`src/rtl/seq_sm_mul_if.sv`:
```
// Handshake and data bundle between the calculator control FSM and the
// sign-magnitude multiplier.
interface seq_sm_mul_if #(
    parameter int WIDTH = 8
);
    logic                 start;
    logic [WIDTH-1:0]     a;
    logic [WIDTH-1:0]     b;
    logic                 sign_a;
    logic                 sign_b;
    logic [2*WIDTH-1:0]   prod_mag;
    logic                 prod_sign;
    logic [WIDTH-1:0]     res;
    logic                 ovf;
    logic                 busy;
    logic                 done;

    modport master (
        output start, a, b, sign_a, sign_b,
        input  prod_mag, prod_sign, res, ovf, busy, done
    );

    modport slave (
        input  start, a, b, sign_a, sign_b,
        output prod_mag, prod_sign, res, ovf, busy, done
    );
endinterface

```
`src/rtl/seq_sm_mul.sv`:
```
// Sequential shift-add sign-magnitude multiplier, one multiplier bit per clock,
// with a W-bit two's-complement result that wraps or saturates on overflow.
//
// state  | meaning
// S_IDLE | waiting for start; result outputs hold their last value
// S_RUN  | one partial product per cycle, WIDTH cycles in total
// S_DONE | results valid, done pulse; start here chains the next multiply
module seq_sm_mul #(
    parameter int WIDTH    = 8,
    parameter bit SAT_MODE = 1'b0
) (
    input  logic        clk_i,
    input  logic        rst_i,
    seq_sm_mul_if.slave mul_io
);
    localparam int PW = 2 * WIDTH;
    localparam int CW = (WIDTH > 1) ? $clog2(WIDTH) : 1;

    localparam logic [PW-1:0]    MAG_MIN_NEG = PW'(1) << (WIDTH - 1);
    localparam logic [PW-1:0]    MAG_MAX_POS = MAG_MIN_NEG - PW'(1);
    localparam logic [WIDTH-1:0] SAT_POS     = MAG_MAX_POS[WIDTH-1:0];
    localparam logic [WIDTH-1:0] SAT_NEG     = MAG_MIN_NEG[WIDTH-1:0];
    localparam logic [CW-1:0]    CNT_LAST    = CW'(WIDTH - 1);

    typedef enum logic [1:0] {
        S_IDLE = 2'd0,
        S_RUN  = 2'd1,
        S_DONE = 2'd2
    } state_t;

    state_t           state_q,     state_d;
    logic [PW-1:0]    mcand_q,     mcand_d;
    logic [WIDTH-1:0] mplier_q,    mplier_d;
    logic [PW-1:0]    acc_q,       acc_d;
    logic             sign_q,      sign_d;
    logic [CW-1:0]    cnt_q,       cnt_d;
    logic [PW-1:0]    prod_mag_q,  prod_mag_d;
    logic             prod_sign_q, prod_sign_d;
    logic [WIDTH-1:0] res_q,       res_d;
    logic             ovf_q,       ovf_d;

    logic [PW-1:0]    fin_mag;
    logic             fin_sign;
    logic             fin_ovf;
    logic [PW-1:0]    fin_tc;
    logic [WIDTH-1:0] fin_res;
    logic             load;

    // Accumulator after this cycle's partial product; on the last RUN cycle
    // this is the complete product, so results are formed from it directly.
    always_comb begin
        fin_mag  = mplier_q[0] ? (acc_q + mcand_q) : acc_q;
        fin_sign = sign_q & (fin_mag != '0);
        fin_ovf  = fin_sign ? (fin_mag > MAG_MIN_NEG) : (fin_mag > MAG_MAX_POS);
        fin_tc   = fin_sign ? (~fin_mag + PW'(1)) : fin_mag;
        if (fin_ovf && SAT_MODE) begin
            fin_res = fin_sign ? SAT_NEG : SAT_POS;
        end else begin
            fin_res = fin_tc[WIDTH-1:0];
        end
    end

    always_comb begin
        state_d     = state_q;
        mcand_d     = mcand_q;
        mplier_d    = mplier_q;
        acc_d       = acc_q;
        sign_d      = sign_q;
        cnt_d       = cnt_q;
        prod_mag_d  = prod_mag_q;
        prod_sign_d = prod_sign_q;
        res_d       = res_q;
        ovf_d       = ovf_q;
        load        = 1'b0;

        unique case (state_q)
            S_IDLE: begin
                load = mul_io.start;
            end
            S_RUN: begin
                acc_d    = fin_mag;
                mcand_d  = mcand_q << 1;
                mplier_d = mplier_q >> 1;
                cnt_d    = cnt_q + CW'(1);
                if (cnt_q == CNT_LAST) begin
                    state_d     = S_DONE;
                    prod_mag_d  = fin_mag;
                    prod_sign_d = fin_sign;
                    res_d       = fin_res;
                    ovf_d       = fin_ovf;
                end
            end
            S_DONE: begin
                load    = mul_io.start;
                state_d = S_IDLE;
            end
            default: begin
                state_d = S_IDLE;
            end
        endcase

        if (load) begin
            state_d  = S_RUN;
            mcand_d  = {{WIDTH{1'b0}}, mul_io.a};
            mplier_d = mul_io.b;
            acc_d    = '0;
            cnt_d    = '0;
            sign_d   = mul_io.sign_a ^ mul_io.sign_b;
        end
    end

    always_ff @(posedge clk_i) begin
        if (rst_i) begin
            state_q     <= S_IDLE;
            mcand_q     <= '0;
            mplier_q    <= '0;
            acc_q       <= '0;
            sign_q      <= 1'b0;
            cnt_q       <= '0;
            prod_mag_q  <= '0;
            prod_sign_q <= 1'b0;
            res_q       <= '0;
            ovf_q       <= 1'b0;
        end else begin
            state_q     <= state_d;
            mcand_q     <= mcand_d;
            mplier_q    <= mplier_d;
            acc_q       <= acc_d;
            sign_q      <= sign_d;
            cnt_q       <= cnt_d;
            prod_mag_q  <= prod_mag_d;
            prod_sign_q <= prod_sign_d;
            res_q       <= res_d;
            ovf_q       <= ovf_d;
        end
    end

    assign mul_io.prod_mag  = prod_mag_q;
    assign mul_io.prod_sign = prod_sign_q;
    assign mul_io.res       = res_q;
    assign mul_io.ovf       = ovf_q;
    assign mul_io.busy      = (state_q == S_RUN);
    assign mul_io.done      = (state_q == S_DONE);
endmodule

```
`src/flat_wrapper.sv`:
```
// flat-port wrapper written by rule: the top's interface ports become plain ports
module seq_sm_mul_flat 
#(
    parameter int WIDTH    = 8,
    parameter bit SAT_MODE = 1'b0
)
  (clk_i, rst_i, mul_io_start, mul_io_a, mul_io_b, mul_io_sign_a, mul_io_sign_b, mul_io_prod_mag, mul_io_prod_sign, mul_io_res, mul_io_ovf, mul_io_busy, mul_io_done);
  seq_sm_mul_if #(.WIDTH(WIDTH)) mul_io_i ();
  input  logic clk_i;
  input  logic rst_i;
  input wire logic [$bits(mul_io_i.start)-1:0] mul_io_start;
  input wire logic [$bits(mul_io_i.a)-1:0] mul_io_a;
  input wire logic [$bits(mul_io_i.b)-1:0] mul_io_b;
  input wire logic [$bits(mul_io_i.sign_a)-1:0] mul_io_sign_a;
  input wire logic [$bits(mul_io_i.sign_b)-1:0] mul_io_sign_b;
  output wire logic [$bits(mul_io_i.prod_mag)-1:0] mul_io_prod_mag;
  output wire logic [$bits(mul_io_i.prod_sign)-1:0] mul_io_prod_sign;
  output wire logic [$bits(mul_io_i.res)-1:0] mul_io_res;
  output wire logic [$bits(mul_io_i.ovf)-1:0] mul_io_ovf;
  output wire logic [$bits(mul_io_i.busy)-1:0] mul_io_busy;
  output wire logic [$bits(mul_io_i.done)-1:0] mul_io_done;
  assign mul_io_i.start = mul_io_start;
  assign mul_io_i.a = mul_io_a;
  assign mul_io_i.b = mul_io_b;
  assign mul_io_i.sign_a = mul_io_sign_a;
  assign mul_io_i.sign_b = mul_io_sign_b;
  assign mul_io_prod_mag = mul_io_i.prod_mag;
  assign mul_io_prod_sign = mul_io_i.prod_sign;
  assign mul_io_res = mul_io_i.res;
  assign mul_io_ovf = mul_io_i.ovf;
  assign mul_io_busy = mul_io_i.busy;
  assign mul_io_done = mul_io_i.done;
  seq_sm_mul #(.WIDTH(WIDTH), .SAT_MODE(SAT_MODE)) u_core (.clk_i(clk_i), .rst_i(rst_i), .mul_io(mul_io_i));
endmodule
```
`config.mk`:
```
export PLATFORM = sky130hd
export DESIGN_NAME = seq_sm_mul_flat
export DESIGN_NICKNAME = d
export VERILOG_FILES = /design/src/rtl/seq_sm_mul_if.sv /design/src/rtl/seq_sm_mul.sv /design/src/flat_wrapper.sv
export SDC_FILE = /design/constraint.sdc
export NUM_CORES = 1
export LEC_CHECK = 0
export CORE_UTILIZATION = 50
export CTS_CLUSTER_SIZE = 8
export DETAILED_ROUTE_END_ITERATION = 8
export GPL_TIMING_DRIVEN = 0
export HOLD_SLACK_MARGIN = 0.15
export PLACE_DENSITY = 0.79
export SYNTH_ARGS = -nofsm -noshare
export SYNTH_HDL_FRONTEND = slang
export SYNTH_SLANG_ARGS = --single-unit
```
`constraint.sdc`:
```
create_clock -name clk_i -period 3.15 [get_ports clk_i]
set_clock_uncertainty 0.15 [all_clocks]
set_input_delay 0.7875 -clock clk_i [delete_from_list [all_inputs] [get_ports clk_i]]
set_output_delay 0.7875 -clock clk_i [all_outputs]
set_load 0.05 [all_outputs]
```
# ---- Yosys cells after proc, flatten, opt, wreduce, memory -nomap -nowiden
# Cells that the tools add are included.
dict set report word_totals {
  reg_bits 72
  latch_bits 0
  ramBits 0
  romBits 0
  in_bits 21
  wordCells 46
  n_memories 0
}
dict set report op_classes {
  addsub 3
  n_mul 0
  n_div 0
  magnitude_cmp 2
  eq_ne 6
  n_shift 0
  n_mux 11
  bitwise 4
  reduce_logical 8
}
# operator count
set op_table {}
lappend op_table {{two-way mux 8 bit} 5}
lappend op_table {{adder 16 bit} 1}
lappend op_table {{> comparator 16 x 7 -> 1 bit, second input constant} 1}
lappend op_table {{> comparator 16 x 8 -> 1 bit, second input constant} 1}
lappend op_table {{two-way mux 16 bit} 1}
lappend op_table {{nonzero test 16 bit} 1}
lappend op_table {{adder 8 x 1 -> 8 bit, second input constant} 1}
lappend op_table {{NOT 8 bit} 1}
lappend op_table {{AND reduction 2 bit} 3}
lappend op_table {{!= test 2 x 1 -> 1 bit, second input constant} 2}
lappend op_table {{case mux 2 bit (2 select lines)} 1}
lappend op_table {{OR reduction 2 bit} 2}
lappend op_table {{adder 3 x 1 -> 3 bit, second input constant} 1}
lappend op_table {{== test 3 bit, second input constant} 1}
lappend op_table {{two-way mux 1 bit} 3}
lappend op_table {{!= test 3 x 1 -> 1 bit, second input constant} 1}
lappend op_table {{== test 2 x 1 -> 1 bit, second input constant} 1}
lappend op_table {{== test 2 bit, second input constant} 1}
lappend op_table {{logical NOT 2 bit} 1}
lappend op_table {{two-way mux 2 bit} 1}
lappend op_table {{nonzero test 2 bit} 1}
lappend op_table {{bitwise AND 1 bit} 1}
lappend op_table {{NOT 1 bit} 1}
lappend op_table {{XOR 1 bit} 1}

# ---- Depth between registers and ports, before layout
# Gate-level depths: netlist of run 1.
dict set report logic_depth {
  depth_word 5
  depth_mapped 12
  mapped_depth_nobuf 12
}

# ---- Worst setup path after synthesis of run 1
# OpenSTA, ideal clock, no wires.
dict set report synth_timing {
  path_kind {flip-flop to flip-flop}
  start {register u_core.mplier_q[0]}
  end {register u_core.res_q[3], in the netlist u_core.mul_io.res[3]}
  setup_ps 93
  t_arrival_ps 2757
  t_required_ps 2907
  path_slack_ps 149
  stages_incl_launch_ff 12
  path_buffers 2
  period_less_slack_ps 3001
  path_cell_list {dfxtp_1 > buf_2 > buf_1 > mux2i_1 > ha_1 > nand2_1 > a311oi_1 > and4_1 > nor3b_2 > nand4_4 > and2_4 > o311ai_2}
}
dict set report synth_via {
  elab_chain_len 4
  word_cells_on_any_way 6
  classes_between {add/sub: 1; mux: 2; bitwise: 2; reduce/logical: 1}
}
# element line
set synth_lines {}
lappend synth_lines {{start: declaration} seq_sm_mul.sv:33} ;# logic [WIDTH-1:0] mplier_q, mplier_d;
lappend synth_lines {{start signal: assignment} seq_sm_mul.sv:127} ;# mplier_q <= mplier_d;
lappend synth_lines {{two-way mux 16 bit (*)} seq_sm_mul.sv:52} ;# fin_mag = mplier_q[0] ? (acc_q + mcand_q) : acc_q;
lappend synth_lines {{NOT 8 bit / nonzero test 16 bit (equally long branches)} {seq_sm_mul.sv:55, seq_sm_mul.sv:53}}
lappend synth_lines {{adder 8 x 1 -> 8 bit / bitwise AND 1 bit (equally long branches)} {seq_sm_mul.sv:55, seq_sm_mul.sv:53}}
lappend synth_lines {{two-way mux 8 bit (*)} seq_sm_mul.sv:55} ;# fin_tc = fin_sign ? (~fin_mag + PW'(1)) : fin_mag;
lappend synth_lines {{end signal: assignment} seq_sm_mul.sv:133} ;# res_q <= res_d;
lappend synth_lines {{end: declaration} seq_sm_mul.sv:39} ;# logic [WIDTH-1:0] res_q, res_d;
# Mark *: on every way between the ends. The rest lies on a longest branch, timed or not.
# A chain may end at the register's enable or synchronous reset.

# ---- Final worst setup path of run 1
dict set report layout_timing {
  start {register u_core.acc_q[0]}
  end {register u_core.res_q[3], in the netlist u_core.mul_io.res[3]}
}
dict set report layout_via {
  elab_chain_len 5
  word_cells_on_any_way 7
  classes_between {add/sub: 2; mux: 2; bitwise: 2; reduce/logical: 1}
}
# element line
set layout_lines {}
lappend layout_lines {{start: declaration} seq_sm_mul.sv:34} ;# logic [PW-1:0] acc_q, acc_d;
lappend layout_lines {{start signal: assignment} seq_sm_mul.sv:117} ;# acc_q <= '0;
lappend layout_lines {{start signal: assignment} seq_sm_mul.sv:128} ;# acc_q <= acc_d;
lappend layout_lines {{adder 16 bit} seq_sm_mul.sv:52}
lappend layout_lines {{two-way mux 16 bit (*)} seq_sm_mul.sv:52}
lappend layout_lines {{NOT 8 bit / nonzero test 16 bit (equally long branches)} {seq_sm_mul.sv:55, seq_sm_mul.sv:53}}
lappend layout_lines {{adder 8 x 1 -> 8 bit / bitwise AND 1 bit (equally long branches)} {seq_sm_mul.sv:55, seq_sm_mul.sv:53}}
lappend layout_lines {{two-way mux 8 bit (*)} seq_sm_mul.sv:55}
# Marks and branches as above.

==> impl_metrics.py, run 1 <==
metrics = {
    "status": {
        "status": "finished, final reports clean",
    },
    "die": {
        "dieArea_um2": 8210,
        "rows": 31,
        "boundaryPins": 49,
        "fp.dieH_um": 90.6,
        "core_um2": 7410,
        "die_w_um": 90.6,
        "initial_core_util_pct": 53.0,
    },
    "placement": {
        "gp_congestion": 0.902,
        "dpl.hpwl_mm": 7.81,
        "placed_cells": 626,
        "portBuffers": 48,
    },
    "setup_path": {
        "crit_end": "u_core.mul_io.res[3]$_SDFFE_PP0P_",
        "ff2ff_setup_slack_ns": 0.01,
        "crit_slowest_cell": "fa_2",
        "cpPeakStageDelay_ns": 0.52,
        "required_ns": 3.27,
        "end_kind": "flop",
        "ff2ff_path_depth": 12,
        "cp_max_fo": 5,
        "cp_num_buf_inv": 1,
        "rr_startpoint": "u_core.acc_q[0]$_SDFFE_PP0P_",
        "path_cells": "ha_4, inv_2, fa_2, a21o_1, ha_2, nand2_1, a311oi_1, and4_1, nor3b_4, nand4_4, and2_4, o311ai_4",
        "cp-start-kind": "flop",
        "path_delay_family": "simple AND/OR/NAND/NOR gates",
        "crit_cells": 12,
        "r2r-end": "u_core.mul_io.res[3]$_SDFFE_PP0P_",
        "startpoint": "u_core.acc_q[0]$_SDFFE_PP0P_",
        "crit_type": "flop to flop",
        "worst-endpoint-arrival_ns": 3.26,
    },
    "route": {
        "drc": 0,
        "viasPerCell": 5.94,
        "avgRoutedWirePerCell_um": 17.0,
        "drt_iter0_markers": 228,
        "drt-total-wl_mm": 11.2,
        "vias": 3910,
        "antenna_left": 0,
        "drtPass1Iterations": 5,
    },
    "grt": {
        "grt_overflow": 0,
        "antenna_found_initial": 0,
        "track_usage_pct": 27.4,
        "grt_pass1_vias": 3631,
        "grt_max_degree": 15,
        "grt_pass1_wl_mm": 17.6,
    },
    "clock_tree": {
        "clock_path_buffers": 2,
        "clkTransAtPathRegs_ns": 0.08,
        "cts_root_buf": "clkbuf_8",
        "htree_levels": 3,
        "cts_tree": "done",
        "clock-sinks": 71,
        "clock_latency_ns": 0.36,
        "cts-buffers-inserted": 9,
    },
    "synth": {
        "synth_edf_count": 0,
        "synth_most_common_cell": "dfxtp_1",
        "syn_inst": 479,
        "yosys-top-cells-area": "dfxtp_1 (36%), nand2_1 (6.3%), a211oi_1 (6.1%)",
        "yosysTopAreaCellShare_pct": 36.2,
        "ys_seq_elements": 71,
        "synthTopCellsByCount": "dfxtp_1 (71), nand2_1 (66), nor2_1 (59)",
        "ys.flop_type": "dfxtp_1",
        "synth.largest_area_cell": "dfxtp_1",
        "yosysSeqAreaShare_pct": 36.2,
        "synth_fp_nets": 520,
        "async_flop_share_pct": 0,
        "synth_cell_types": 63,
        "yosysWarnings": 0,
        "syn_area_um2": 3930,
        "avgSynthCellArea_um2": 8.19,
    },
    "timing": {
        "hold_ws_ns": 0.307,
        "hold_violations": 0,
        "period_share_pct": 99.7,
        "drv_slew": 0,
        "setup_viol": 0,
        "period_needed_ns": 3.14,
        "max_freq_mhz": 318,
        "worst_slew_pin_slew_ns": 0.729,
        "maxSlewHeadroom_pct": 51.2,
    },
    "layout": {
        "nets": 595,
        "drive_gt1_share_pct": 13.8,
        "register_area_um2": 1430,
        "n_fill_cell": 617,
        "antennaDiodeCount": 0,
        "syn2layout_area_growth_pct": 27.6,
        "multi_input_area_um2": 2460,
        "final_cells": 658,
    },
    "power": {
        "clkPwrFrac_pct": 34.8,
        "p_sw_w": 0.000646,
        "vdd_ir_drop_max_v": 0.000275,
        "switching_share_pct": 29.6,
        "p_leak_nw": 1.83,
        "power_frac_seq_pct": 44.1,
        "power.density_nw_per_um2": 437,
        "p_int_w": 0.00154,
        "pwr-share-comb_pct": 21.1,
        "total_power_w": 0.00219,
    },
    "job": {
        "maxCapViolCount": 0,
    },
    "hold_path": {
        "hold_class": "flop to flop",
    },
}
-- repair_timing --
action                     4_1_cts  5_1_grt
setup buffers                    6       11
resized for setup               20       18
setup endpoints to repair        7        3
pin swaps                        6       13
hold buffers                     0        0
hold endpoints to repair         0        0
-- state kept, by name, summed over array words and instances (netlist names) --
| name | count |
|---|---|
| u_core.mcand_q | 16 |
| u_core.mplier_q | 8 |
| u_core.mul_io.prod_sign | 1 |
| u_core.mul_io.prod_mag | 15 |
| u_core.acc_q | 16 |
| u_core.cnt_q | 3 |
| u_core.state_q | 2 |
| u_core.sign_q | 1 |
| u_core.mul_io.res | 8 |
| u_core.mul_io.ovf | 1 |
-- cell type report --
class	instances	area share (%)
Multi-Input combinational cell	365	49.2
Sequential cell	71	28.6
Timing Repair Buffer	65	12.2
Clock buffer	14	3.25
Tap cell	99	2.47
Buffer	26	2.42
Inverter	16	1.20
Clock inverter	2	0.774
-- per-layer routing --
layer  share of wire (%)  GRT usage (%)  wire [µm]  vias up
met5                   0              0          0        -
met4                 2.6           12.5        285        0
met3                 6.8           4.12        760       26
met2                  48           45.8       5390      180
met1                  42           34.6       4730     1828
li1                    -              -          -     1876
-- cells by family after synthesis --
| group | after synthesis | share of synthesized area (%) |
|---|---|---|
| XOR/XNOR | 9 | 2.01 |
| flip-flops | 71 | 36.2 |
| multiplexers | 10 | 2.96 |
| adder cells (fa/ha/maj) | 20 | 6.57 |
| buffers and inverters | 43 | 4.27 |
| AND/OR/NAND/NOR | 189 | 22.5 |
| AO/OA/AOI/OAI | 137 | 25.4 |
-- how the worst min path moves through the flow --
stage                                      startpoint                                end  slack, ns  cells after the start
global placement    u_core.mul_io.res[2]$_SDFFE_PP0P_  u_core.mul_io.res[2]$_SDFFE_PP0P_       0.29                      2
detailed placement  u_core.mul_io.res[4]$_SDFFE_PP0P_  u_core.mul_io.res[4]$_SDFFE_PP0P_       0.30                      2
floorplan                u_core.cnt_q[1]$_SDFFE_PP0P_       u_core.cnt_q[1]$_SDFFE_PP0P_       0.29                      2
global route        u_core.mul_io.res[4]$_SDFFE_PP0P_  u_core.mul_io.res[4]$_SDFFE_PP0P_       0.33                      2
CTS                 u_core.mul_io.res[4]$_SDFFE_PP0P_  u_core.mul_io.res[4]$_SDFFE_PP0P_       0.31                      2
finish              u_core.mul_io.res[4]$_SDFFE_PP0P_  u_core.mul_io.res[4]$_SDFFE_PP0P_       0.31                      2
-- stage by stage --
step / area (µm²) / setup TNS (ns) / setup WS (ns) / utilization [%]
floorplan: 3930 / 0 / 0.149 / -
global placement: 4530 / -2.37 / -0.510 / 61.1
detailed placement: 4530 / -2.60 / -0.563 / 61.1
CTS: 4840 / 0 / 0.0108 / 65.4
global route: 5010 / -0.0779 / -0.0656 / 67.6
finish: 5010 / 0 / 0.00987 / 67.6
-- placed cells by master, fill, tap and decap left out, drive strengths merged, types with 8 or more instances in the layout --
cell,Yosys,final
a211oi,36,36
a21oi,37,37
and3,8,8
buf,6,23
clkbuf,21,34
clkdlybuf4s50,0,47
dfxtp,71,71
ha,19,19
inv,16,16
mux2i,10,10
nand2,66,66
nand3,10,10
nor2,59,59
nor3,13,13
o21ai,14,14
o22ai,9,9
xnor2,8,8
-- power by group through the flow --
stage	logic [W]	clock network, W	registers (W)
finish	0.000461	0.000762	0.000964
floorplan	0.000278	0	0.000970
detailed placement	0.000382	0	0.000981
global placement	0.000373	0	0.000979
CTS	0.000417	0.000762	0.000961
global route	0.000496	0.000803	0.000967
-- worst min-delay path: stages, from the launching register on --
cell and delay (ns):
dfxtp_1 0.31, nand2_1 0.05, a21oi_1 0.05
(Power assumes the default switching activity.)
==> inputs of run 2 (changes only) <==
--- a/config.mk
+++ b/config.mk
@@ -5,7 +5,9 @@
 export SDC_FILE = /design/constraint.sdc
 export NUM_CORES = 1
 export LEC_CHECK = 0
-export CORE_UTILIZATION = 50
+export CELL_PAD_IN_SITES_DETAIL_PLACEMENT = 0
+export CELL_PAD_IN_SITES_GLOBAL_PLACEMENT = 2
+export CORE_UTILIZATION = 30
 export CTS_CLUSTER_SIZE = 8
 export DETAILED_ROUTE_END_ITERATION = 8
 export GPL_TIMING_DRIVEN = 0
==> impl_metrics.py, run 2 (synthesized netlist as in run 1, its figures left out) <==
metrics = {
    "status": {
        "status": "finished, final reports clean",
    },
    "hold_path": {
        "hold_class": "flop to flop",
    },
    "route": {
        "drtPass1Iterations": 4,
        "antenna_left": 0,
        "drc": 0,
        "drt_iter0_markers": 124,
        "drt-total-wl_mm": 12.1,
        "viasPerCell": 5.10,
        "vias": 3720,
        "avgRoutedWirePerCell_um": 16.6,
    },
    "grt": {
        "grt_overflow": 0,
        "grt_pass1_wl_mm": 18.5,
        "grt_max_degree": 15,
        "antenna_found_initial": 0,
        "track_usage_pct": 18.5,
        "grt_pass1_vias": 3448,
    },
    "clock_tree": {
        "htree_levels": 3,
        "cts_tree": "done",
        "clock-sinks": 71,
        "clock_path_buffers": 2,
        "clkTransAtPathRegs_ns": 0.05,
        "clock_latency_ns": 0.34,
        "cts_root_buf": "clkbuf_16",
        "cts-buffers-inserted": 9,
    },
    "timing": {
        "worst_slew_pin_slew_ns": 0.714,
        "drv_slew": 0,
        "max_freq_mhz": 325,
        "setup_viol": 0,
        "setup_tns_ns": 0,
        "period_needed_ns": 3.08,
        "maxSlewHeadroom_pct": 52.4,
        "hold_violations": 0,
        "period_share_pct": 97.6,
    },
    "setup_path": {
        "cp_max_fo": 8,
        "cp-start-kind": "flop",
        "end_kind": "flop",
        "crit_type": "flop to flop",
        "required_ns": 3.25,
        "worst-endpoint-arrival_ns": 3.17,
    },
    "layout": {
        "drive_gt1_share_pct": 14.3,
        "post-route-util_pct": 40.8,
        "antennaDiodeCount": 0,
        "nets": 595,
        "syn2layout_area_growth_pct": 31.6,
        "layout_common_cells": "nand2_1 (66), dfxtp_1 (64), nor2_1 (59), clkdlybuf4s50_1 (47), a21oi_1 (34)",
        "layout_commonest_cell": "nand2_1",
        "n_fill_cell": 1337,
    },
    "die": {
        "initial_core_util_pct": 31.0,
        "rows": 41,
        "boundaryPins": 49,
        "core_um2": 12700,
        "fp.dieH_um": 116,
        "dieArea_um2": 13500,
        "die_w_um": 116,
    },
    "power": {
        "power.density_nw_per_um2": 454,
        "p_leak_nw": 1.85,
        "vdd_ir_drop_max_v": 0.000241,
    },
    "placement": {
        "dpl.hpwl_mm": 8.85,
        "gp_congestion": 0.866,
        "portBuffers": 48,
    },
    "job": {
        "maxCapViolCount": 0,
    },
}
run 2: cell type report:
type / count / area, µm² / share of cell area (%)
multi-input cells: 365 / 2460 / 47.6
inverters: 16 / 60.1 / 1.16
clock buffers: 11 / 243 / 4.70
flip-flops and latches: 71 / 1430 / 27.7
clock inverters: 4 / 22.5 / 0.436
plain buffers: 26 / 121 / 2.35
repair buffers: 65 / 609 / 11.8
well taps: 172 / 215 / 4.17
run 2: path summary, 6_finish.rpt:
| check | from | to | slack (ns) | cells past startpoint |
|---|---|---|---|---|
| min | u_core.mul_io.res[4]$_SDFFE_PP0P_ | u_core.mul_io.res[4]$_SDFFE_PP0P_ | 0.31 | 2 |
| max reg2reg | u_core.mcand_q[6]$_SDFFE_PP0P_ | u_core.mul_io.res[3]$_SDFFE_PP0P_ | 0.07 | 10 |
| max | u_core.mcand_q[6]$_SDFFE_PP0P_ | u_core.mul_io.res[3]$_SDFFE_PP0P_ | 0.07 | 10 |
| min reg2reg | u_core.mul_io.res[4]$_SDFFE_PP0P_ | u_core.mul_io.res[4]$_SDFFE_PP0P_ | 0.31 | 2 |
run 2: metal layers:
| metal | wire [µm] | global-route usage [%] |
|---|---|---|
| met2 | 5430 | 29.3 |
| met1 | 6040 | 24.7 |
| met4 | 217 | 6.07 |
| met3 | 458 | 4.36 |
| met5 | 0 | 0 |
run 2: stage by stage:
stage | total power (W) | setup slack, ns | cells | cell area, µm² | hold WS (ns)
finish | 0.00235 | 0.0746 | 730 | 5160 | 0.306
global route | 0.00244 | -0.0148 | 730 | 5160 | 0.316
CTS | 0.00234 | 0.0162 | 718 | 4990 | 0.307
detailed placement | 0.00138 | -0.705 | 699 | 4620 | 0.299
global placement | 0.00137 | -0.689 | 699 | 4620 | 0.294
floorplan | 0.00125 | 0.149 | 479 | 3930 | 0.290
run 2: critical path, stage by stage, from the launching register on:
cell and delay (ns):
dfxtp_1 0.36, ha_1 0.43, a21oi_1 0.12, o21ai_1 0.41, o31ai_4 0.12, and3_1 0.20
o21ai_1 0.31, o2111a_2 0.32, nand4_4 0.14, and2_4 0.22, o311ai_2 0.20
run 2: timing repair:
| action | in CTS | in global routing |
|---|---|---|
| cloned | 0 | 0 |
| hold buffers | 0 | 0 |
| setup endpoints to repair | 7 | 6 |
| buffers inserted | 5 | 12 |
| pin swaps | 7 | 15 |
| resized for setup | 20 | 23 |
run 2: report_power, final:
| group | total [W] | internal [W] | switching (W) |
|---|---|---|---|
| sequential | 0.000968 | 0.000933 | 0.0000352 |
| combinational | 0.000455 | 0.000193 | 0.000262 |
| clock | 0.000923 | 0.000545 | 0.000378 |
| total | 0.00235 | 0.00167 | 0.000675 |
==> inputs of run 3 (changes only) <==
--- a/config.mk
+++ b/config.mk
@@ -8,7 +8,7 @@
 export CELL_PAD_IN_SITES_DETAIL_PLACEMENT = 0
 export CELL_PAD_IN_SITES_GLOBAL_PLACEMENT = 2
 export CORE_UTILIZATION = 30
-export CTS_CLUSTER_SIZE = 8
+export CTS_CLUSTER_SIZE = 14
 export DETAILED_ROUTE_END_ITERATION = 8
 export GPL_TIMING_DRIVEN = 0
 export HOLD_SLACK_MARGIN = 0.15
==> results of run 3 <==
Same layout as run 2: the final DEF is identical, and so are final timing and power.
